### config.mk
export PLATFORM = sky130hd
export DESIGN_NAME = ctrl_sequencer
export DESIGN_NICKNAME = d
export VERILOG_FILES = /design/src/rtl/ctrl_sequencer.sv
export SDC_FILE = /design/constraint.sdc
export NUM_CORES = 1
export LEC_CHECK = 0
export CAP_MARGIN = 15
export CORE_ASPECT_RATIO = 0.7
export CORE_UTILIZATION = 41
export CTS_BUF_LIST = sky130_fd_sc_hd__clkbuf_8
export DETAILED_ROUTE_END_ITERATION = 8
export PLACE_DENSITY_LB_ADDON = 0.08
export SKIP_CTS_REPAIR_TIMING = 1
export SLEW_MARGIN = 25
export SYNTH_ARGS = -nofsm -noshare
export SYNTH_HDL_FRONTEND = slang
export SYNTH_SLANG_ARGS = --single-unit
### constraint.sdc
create_clock -name Clock -period 1.6 [get_ports Clock]
set_input_delay 0.24 -clock Clock [delete_from_list [all_inputs] [get_ports Clock]]
set_output_delay 0.24 -clock Clock [all_outputs]
set_load 0.005 [all_outputs]
### src/rtl/ctrl_sequencer.sv
// Hardwired fetch/execute control sequencer: one control step per Clock, Moore-decoded strobes.
// Optional retired-instruction counter enabled by defining CTRL_SEQ_INSTR_COUNT_EN.
module ctrl_sequencer #(
    parameter int OPCODE_W    = 5,
    parameter int STEP_W      = 4,
    parameter int MEM_TIMEOUT = 255,
    parameter int CNT_W       = 32
) (
    input  logic                Clock,
    input  logic                Reset,
    input  logic [OPCODE_W-1:0] IR_opcode,
    input  logic                Mem_ready,
    output logic                PCout,
    output logic                MARin,
    output logic                IncPC,
    output logic                PCin,
    output logic                Read,
    output logic                MDRin,
    output logic                MDRout,
    output logic                IRin,
    output logic                Gra,
    output logic                Grb,
    output logic                Grc,
    output logic                Rin,
    output logic                Rout,
    output logic                Yin,
    output logic                Zin,
    output logic                Cout,
    output logic                Zlowout,
    output logic                Zhighout,
    output logic                HIin,
    output logic                LOin,
    output logic                HIout,
    output logic                LOout,
    output logic [OPCODE_W-1:0] ALU_op,
    output logic                Run,
    output logic                Bus_error,
    output logic                Illegal_op,
    output logic [CNT_W-1:0]    Instr_count
);

    localparam logic [STEP_W-1:0] ST_RST  = STEP_W'(0);
    localparam logic [STEP_W-1:0] ST_T0   = STEP_W'(1);
    localparam logic [STEP_W-1:0] ST_T1   = STEP_W'(2);
    localparam logic [STEP_W-1:0] ST_T2   = STEP_W'(3);
    localparam logic [STEP_W-1:0] ST_T3   = STEP_W'(4);
    localparam logic [STEP_W-1:0] ST_T4   = STEP_W'(5);
    localparam logic [STEP_W-1:0] ST_T5   = STEP_W'(6);
    localparam logic [STEP_W-1:0] ST_T6   = STEP_W'(7);
    localparam logic [STEP_W-1:0] ST_T7   = STEP_W'(8);
    localparam logic [STEP_W-1:0] ST_HALT = STEP_W'(9);

    localparam logic [3:0] CL_RR   = 4'd0;
    localparam logic [3:0] CL_IMM  = 4'd1;
    localparam logic [3:0] CL_MD   = 4'd2;
    localparam logic [3:0] CL_NEG  = 4'd3;
    localparam logic [3:0] CL_MFHI = 4'd4;
    localparam logic [3:0] CL_MFLO = 4'd5;
    localparam logic [3:0] CL_NOP  = 4'd6;
    localparam logic [3:0] CL_HALT = 4'd7;
    localparam logic [3:0] CL_ILL  = 4'd8;

    function automatic logic [3:0] classify(input logic [OPCODE_W-1:0] op);
        int unsigned v;
        v = int'(op);
        if (v >= 3 && v <= 11)       return CL_RR;
        else if (v >= 12 && v <= 14) return CL_IMM;
        else if (v == 15 || v == 16) return CL_MD;
        else if (v == 17 || v == 18) return CL_NEG;
        else if (v == 24)            return CL_MFHI;
        else if (v == 25)            return CL_MFLO;
        else if (v == 26)            return CL_NOP;
        else if (v == 27)            return CL_HALT;
        else                         return CL_ILL;
    endfunction

    logic [STEP_W-1:0]   state_reg, state_next;
    logic [OPCODE_W-1:0] op_reg;
    logic [3:0]          class_reg;
    logic [3:0]          in_class;
    logic                last_step;
    logic                timeout_hit;
    logic                bus_error_reg;
    logic                illegal_reg;
    logic [OPCODE_W-1:0] imm_alu;

    assign in_class = classify(IR_opcode);

    // Final execute step per class; the edge leaving it retires the instruction.
    assign last_step = ((state_reg == ST_T6) && (class_reg == CL_RR || class_reg == CL_IMM)) ||
                       ((state_reg == ST_T7) && (class_reg == CL_MD)) ||
                       ((state_reg == ST_T5) && (class_reg == CL_NEG)) ||
                       ((state_reg == ST_T4) && (class_reg == CL_MFHI || class_reg == CL_MFLO));

    generate
        if (MEM_TIMEOUT != 0) begin : g_timeout
            localparam int TO_W = (MEM_TIMEOUT > 1) ? $clog2(MEM_TIMEOUT + 1) : 1;
            logic [TO_W-1:0] to_cnt_reg;

            // Counter starts at zero on entry to T2 because it is cleared while in T1.
            always_ff @(posedge Clock) begin
                if (Reset || state_reg == ST_T1) begin
                    to_cnt_reg <= '0;
                end else if (state_reg == ST_T2 && !Mem_ready) begin
                    to_cnt_reg <= to_cnt_reg + 1'b1;
                end
            end

            assign timeout_hit = (state_reg == ST_T2) && !Mem_ready &&
                                 (({1'b0, to_cnt_reg} + 1'b1) == (TO_W + 1)'(MEM_TIMEOUT));
        end else begin : g_no_timeout
            assign timeout_hit = 1'b0;
        end
    endgenerate

    always_comb begin
        state_next = state_reg;
        case (state_reg)
            ST_RST: state_next = ST_T0;
            ST_T0:  state_next = ST_T1;
            ST_T1:  state_next = ST_T2;
            ST_T2: begin
                if (Mem_ready)        state_next = ST_T3;
                else if (timeout_hit) state_next = ST_HALT;
                else                  state_next = ST_T2;
            end
            ST_T3: begin
                case (in_class)
                    CL_NOP, CL_ILL: state_next = ST_T0;
                    CL_HALT:        state_next = ST_HALT;
                    default:        state_next = ST_T4;
                endcase
            end
            ST_T4:   state_next = last_step ? ST_T0 : ST_T5;
            ST_T5:   state_next = last_step ? ST_T0 : ST_T6;
            ST_T6:   state_next = last_step ? ST_T0 : ST_T7;
            ST_T7:   state_next = ST_T0;
            ST_HALT: state_next = ST_HALT;
            default: state_next = ST_RST;
        endcase
    end

    always_ff @(posedge Clock) begin
        if (Reset) begin
            state_reg     <= ST_RST;
            op_reg        <= '0;
            class_reg     <= CL_NOP;
            bus_error_reg <= 1'b0;
            illegal_reg   <= 1'b0;
        end else begin
            state_reg   <= state_next;
            illegal_reg <= (state_reg == ST_T3) && (in_class == CL_ILL);
            if (timeout_hit) begin
                bus_error_reg <= 1'b1;
            end
            if (state_reg == ST_T3) begin
                op_reg    <= IR_opcode;
                class_reg <= in_class;
            end
        end
    end

    always_comb begin
        case (int'(op_reg))
            12:      imm_alu = OPCODE_W'(3);
            13:      imm_alu = OPCODE_W'(10);
            default: imm_alu = OPCODE_W'(11);
        endcase
    end

    always_comb begin
        PCout = 1'b0; MARin = 1'b0; IncPC = 1'b0; PCin = 1'b0;
        Read = 1'b0; MDRin = 1'b0; MDRout = 1'b0; IRin = 1'b0;
        Gra = 1'b0; Grb = 1'b0; Grc = 1'b0; Rin = 1'b0; Rout = 1'b0;
        Yin = 1'b0; Zin = 1'b0; Cout = 1'b0; Zlowout = 1'b0; Zhighout = 1'b0;
        HIin = 1'b0; LOin = 1'b0; HIout = 1'b0; LOout = 1'b0;
        ALU_op = '0;
        case (state_reg)
            ST_T0: begin PCout = 1'b1; MARin = 1'b1; IncPC = 1'b1; Zin = 1'b1; end
            ST_T1: begin Zlowout = 1'b1; PCin = 1'b1; end
            ST_T2: begin Read = 1'b1; MDRin = 1'b1; end
            ST_T3: begin MDRout = 1'b1; IRin = 1'b1; end
            ST_T4: begin
                case (class_reg)
                    CL_RR, CL_IMM: begin Grb = 1'b1; Rout = 1'b1; Yin = 1'b1; end
                    CL_MD:         begin Gra = 1'b1; Rout = 1'b1; Yin = 1'b1; end
                    CL_NEG:        begin Grb = 1'b1; Rout = 1'b1; Zin = 1'b1; ALU_op = op_reg; end
                    CL_MFHI:       begin HIout = 1'b1; Gra = 1'b1; Rin = 1'b1; end
                    CL_MFLO:       begin LOout = 1'b1; Gra = 1'b1; Rin = 1'b1; end
                    default: ;
                endcase
            end
            ST_T5: begin
                case (class_reg)
                    CL_RR:  begin Grc = 1'b1; Rout = 1'b1; Zin = 1'b1; ALU_op = op_reg; end
                    CL_IMM: begin Cout = 1'b1; Zin = 1'b1; ALU_op = imm_alu; end
                    CL_MD:  begin Grb = 1'b1; Rout = 1'b1; Zin = 1'b1; ALU_op = op_reg; end
                    CL_NEG: begin Zlowout = 1'b1; Gra = 1'b1; Rin = 1'b1; end
                    default: ;
                endcase
            end
            ST_T6: begin
                case (class_reg)
                    CL_RR, CL_IMM: begin Zlowout = 1'b1; Gra = 1'b1; Rin = 1'b1; end
                    CL_MD:         begin Zlowout = 1'b1; LOin = 1'b1; end
                    default: ;
                endcase
            end
            ST_T7: begin
                if (class_reg == CL_MD) begin
                    Zhighout = 1'b1;
                    HIin     = 1'b1;
                end
            end
            default: ;
        endcase
    end

    assign Run        = (state_reg != ST_HALT);
    assign Bus_error  = bus_error_reg;
    assign Illegal_op = illegal_reg;

`ifdef CTRL_SEQ_INSTR_COUNT_EN
    logic             retire;
    logic [CNT_W-1:0] instr_count_reg;

    assign retire = last_step || ((state_reg == ST_T3) && (in_class == CL_NOP));

    always_ff @(posedge Clock) begin
        if (Reset) begin
            instr_count_reg <= '0;
        end else if (retire) begin
            instr_count_reg <= instr_count_reg + 1'b1;
        end
    end

    assign Instr_count = instr_count_reg;
`else
    assign Instr_count = '0;
`endif

endmodule

# Yosys cells after proc, flatten, opt, wreduce, memory -nomap -nowiden
# Index checks and enable logic that the tools add are counted.
# op_classes
addsub,2
eq_ne,29
reduce_logical,29
mux,49
n_lt_le_gt_ge,4
# ops
cell,count
$mux W4,11
$pmux W4 S9,1
$eq A5 B5 Y1 const B,7
$eq A4 B3 Y1 const B,8
$mux W1,24
$pmux W5 S2,2
$eq A4 B2 Y1 const B,4
$pmux W4 S2,2
$eq A5 B4 Y1 const B,3
$eq A4 B4 Y1 const B,3
$pmux W1 S3,4
$le A5 B4 Y1 const B,2
$reduce_or A2 Y1,5
$add A8 B1 Y9 const B,1
$eq A9 B8 Y1 const B,1
$logic_and A1 B1 Y1,9
$reduce_or A3 Y1,3
$add A8 B1 Y8 const B,1
$eq A4 B1 Y1 const B,2
$logic_not A4 Y1,2
$logic_or A1 B1 Y1,8
$mux W3,2
$ge A5 B2 Y1 const B,1
$ge A5 B4 Y1 const B,1
other kinds (5),6
# word_totals
elab_cells,119
ff_bits,23
inputBits,8
out_inout_bits,62

# Logic depth before layout (Yosys ltp)
# depth
depth_word,13
depth_mapped,7
depth_no_buf,6

# Worst setup path before layout
# No wires, ideal clock.
# synth_path
kind,reg2out
from,register state_reg[3]
to,output ALU_op[0]
path_slack_ns,-0.098
t_arrival_ns,1.458
t_required_ns,1.360
stages_incl_launch_ff,6
n_path_buf,1
cell_sequence,dfxtp_1 > nand2b_4 > or4_1 > buf_4 > nor3_2 > a22o_1
# synth_between
elab_chain_len,2
elab_cells_between_ends,3
cone_classes,eq/ne (2); mux (1)
# synth_lines
item,line,text
from (decl),77,"logic [STEP_W-1:0] state_reg, state_next;"
from (signal assigned),151,state_reg <= state_next;
$eq A4 B3 Y1,178,case (state_reg)
$pmux W5 S2 (*),178,
to (decl),35,"output logic [OPCODE_W-1:0] ALU_op,"
# Mark *: on every way between the ends. The rest lies on a longest branch, timed or not.

# Worst setup path after layout
# Same ends and word-level chain as after synthesis.

==> run summary <==
* or4_4 — slowest CP cell
* 4.97 — Via density
* negative setup slack — failing checks
* 4 — drt first pass iters
* 0 — # Max-Cap Violations
* 7.00 mm — first-pass GRT wire length
* 477 nW/µm² — power density normalized to cell area
* 238 — synthesized instance count
* clkbuf_8 — root buf cell
* 0 — final number of hold-violating endpoints
* 15 — largest net degree at the start of global routing
* 0 — residual antenna-violating net count after detailed routing
* true — setup repair after global routing missed its margin
* 1.99 mm — total met2 wirelength after detailed routing
* 140% — final period utilization
* 0 — yosys warns
* 314 µm — met3 wire len
* Bus_error$_SDFFE_PP0P_ — end of the worst hold path
* 448 MHz — maximum achievable frequency
* register to output port — critical path start-end classification
* 2 — number of buffers between clock root and the deepest sink
* 39 x buf_4, 27 x nand2_1, 23 x dfxtp_1, 23 x nor2_1, 11 x a21oi_1 — most instantiated cells after synthesis
* 361 — Post-Place Cells
* 0 — sum of overflow across all layers after global routing
* 23 — flip-flop and latch count after synthesis
* register to register — kind of path behind the tightest hold check
* 0.27 ns — clock insertion delay at the later pin of the skew report
* 12.8 µm — detail-routed net length per standard cell
* 1790 µm² — Post-Syn Area
* 52 — Cell variety after synth
* 4 — Worst Path Max Fanout
* 44.1% — effective utilization at floorplan
* 3 — number of CTS-inserted buffers
* 1320 µm² — area of the multi-input gates
* 3.30 mm — HPWL after DPL
* 0 — total count of max-transition violations in the final report
* state_reg[1]$_SDFF_PP0_ — Reg2Reg Capture Point
* 81.0 µm — chip width
* 57.3 µm — Chip Height
* dfxtp_1 — dominant synthesized flop cell
* 1528 — vias in the first global route
* 0 — number of enable flip-flop cells after synthesis
* 122 — number of DRC markers after the initial detailed-route iteration
* 4.95 mm — routed wire length
* 472 µm² — Sequential Area
* 8 — Largest register FFs
* 387 — count of placed standard cells in the final layout, fillers left out
* 0% — share of flip-flops with an asynchronous set or reset
* -0.34 ns — slack of the worst reg-to-reg path
* nand2b_4, or4_4, buf_6, o22ai_4, buf_6, a22o_1, buf_2 — ordered cell list for the critical path
* 0.361 mV — maximum vdd drop
* 1 — H-tree lvl count
* buf_6 — cell repeated most along the worst path
* 3 — Buf+Inv Stages, Crit Path
* 346 — Net count, final
* 7.53 µm² — Post-Synthesis Mean Instance Area
* state_reg[1]$_SDFF_PP0_ — Critical R2R Launch
* finished, violations left — run status
* 70 — # IOs
* dfxtp_1 — top cell type by total area after synthesis
* 59.1% — Area growth, synth to finish
* 25.7% — share of the synthesized area in the top cell type
* 46.9% — proportion of layout cells with a drive suffix above 1
* done — clock tree from TritonCTS
* 70.2% — post-layout utilization of the core
* 319 — number of inserted filler cells in the final layout
* met4 — highest layer used for signal routing
* -0.632 ns — post-route worst setup slack
* 2 — Worst Hold Path Cells
* 2.23 ns — final critical delay including setup and external delays
* 2.57 mm — Met1 Wirelength
* 0.09 ns — CTS clock-pin slew for the worst setup and hold paths
* 32 — total setup violations reported at the end of the flow
* buf_4 — library cell with the highest instance count after synthesis
* 0 — diode insertion count for antenna repair
* dfxtp_1 26%, buf_4 16%, nand2_1 5.7%, nor2_1 4.8%, a21oi_1 3.1% — leading post-synthesis cells by cell area
* register — Worst setup SP type
* 1923 — via count
* 0.58 ns — maximum single-stage delay on the critical path
* 25.7% — sequential share of the synthesized area
* 23 — clock sink count
* simple AND/OR/NAND/NOR gates — delay-heaviest family, CP
* 0 — total DRC errors in the routed layout
* output port — Critical Path Sink Type
* 0.00130 µW — static leakage
* 19.6% — GRT Resource Usage Total
* 37 — buffers added on ports
* Bus_error$_SDFFE_PP0P_ — beginning of the worst hold path
* 1.99 ns — arrival time of the worst setup path
* 0.857 — RD Place Congestion
* 1.36 ns — Data required, critical path
* 0 — initial antenna violation count
* 19 — number of core rows
* 4650 µm² — area of the die
* 0.00232 ns — final clock skew
* 10 — count of cells along the worst register-to-register path
* 4070 µm² — area of the core region
## kinds of logic after synthesis
group,Yosys count,synth area share [%]
other cells,1,0.209
flops,23,25.7
mux,2,1.12
fa+ha+maj,2,1.40
compound gates,45,18.2
simple gates,97,28.1
xor+xnor,9,4.40
buf+inv,59,20.9
## layout by cell type, fill, tap and decap left out, drive strengths merged, types with 2 or more instances in the layout
cell	count
o31a	3
or3	2
a211oi	3
inv	9
mux2i	2
a21oi	11
dlymetal6s2s	2
nor3b	2
nand4	4
or2	2
buf	92
nor2	23
clkbuf	11
a22oi	2
o21bai	3
o21ai	5
a31oi	2
conb	32
or4	2
o31ai	2
nand3	8
xor2	4
and2	4
ha	2
xnor2	5
dfxtp	23
nand2b	5
nor3	11
clkdlybuf4s50	9
a22o	2
nand2	27
o22ai	4
nor2b	2
## worst max path at each step
stage                       startpoint         to  slack (ns)  cells after the start
2_1_floorplan  state_reg[3]$_SDFF_PP0_  ALU_op[0]       -0.06                      5
3_3_place_gp   state_reg[3]$_SDFF_PP0_  ALU_op[0]       -0.49                      5
3_5_place_dp   state_reg[3]$_SDFF_PP0_  ALU_op[3]       -0.52                      5
4_1_cts        state_reg[3]$_SDFF_PP0_  ALU_op[3]       -0.83                      5
5_1_grt        state_reg[3]$_SDFF_PP0_  ALU_op[0]       -0.70                      7
6_report       state_reg[3]$_SDFF_PP0_  ALU_op[0]       -0.63                      7
## report_power, final
| group | leakage [µW] | internal, µW | total, µW | switching [µW] |
|---|---|---|---|---|
| sequential | 0.000189 | 584 | 594 | 10.0 |
| clock | 0.0000217 | 177 | 388 | 211 |
| combinational | 0.00109 | 198 | 379 | 181 |
| total | 0.00130 | 959 | 1360 | 402 |
## layout make-up
class	count	area share, %
clock buffer	3	1.45
clock inverter	1	0.263
inverter	9	1.27
multi-input combinational	188	46.4
sequential	23	16.5
tap	52	2.28
timing repair buffer	111	31.8
## through the flow
step | hold slack, ns | setup slack [ns] | TNS (ns) | total power (µW) | area, µm²
2_1_floorplan | 0.334 | -0.0604 | -0.270 | 801 | 1930
3_3_place_gp | 0.446 | -0.492 | -9.17 | 888 | 2420
3_5_place_dp | 0.443 | -0.519 | -9.74 | 889 | 2420
4_1_cts | 0.456 | -0.833 | -18.66 | 1270 | 2470
5_1_grt | 0.516 | -0.704 | -10.92 | 1430 | 2850
6_report | 0.465 | -0.632 | -8.46 | 1360 | 2850
## layer usage
metal	global-route usage [%]	vias to the layer above
li1	-	953
met1	31.0	880
met2	25.8	80
met3	3.36	10
met4	7.65	0
met5	0	-
## worst register-to-register path, stage by stage, from the launching register on
cell and delay, ns:
dfxtp_2 0.34, buf_6 0.11, buf_6 0.11, buf_4 0.13
xnor2_2 0.15, nor4b_2 0.08, o21bai_4 0.19, buf_6 0.12
buf_4 0.12, or3_4 0.38, o32ai_2 0.12
Power figures use the tool's default switching activity.
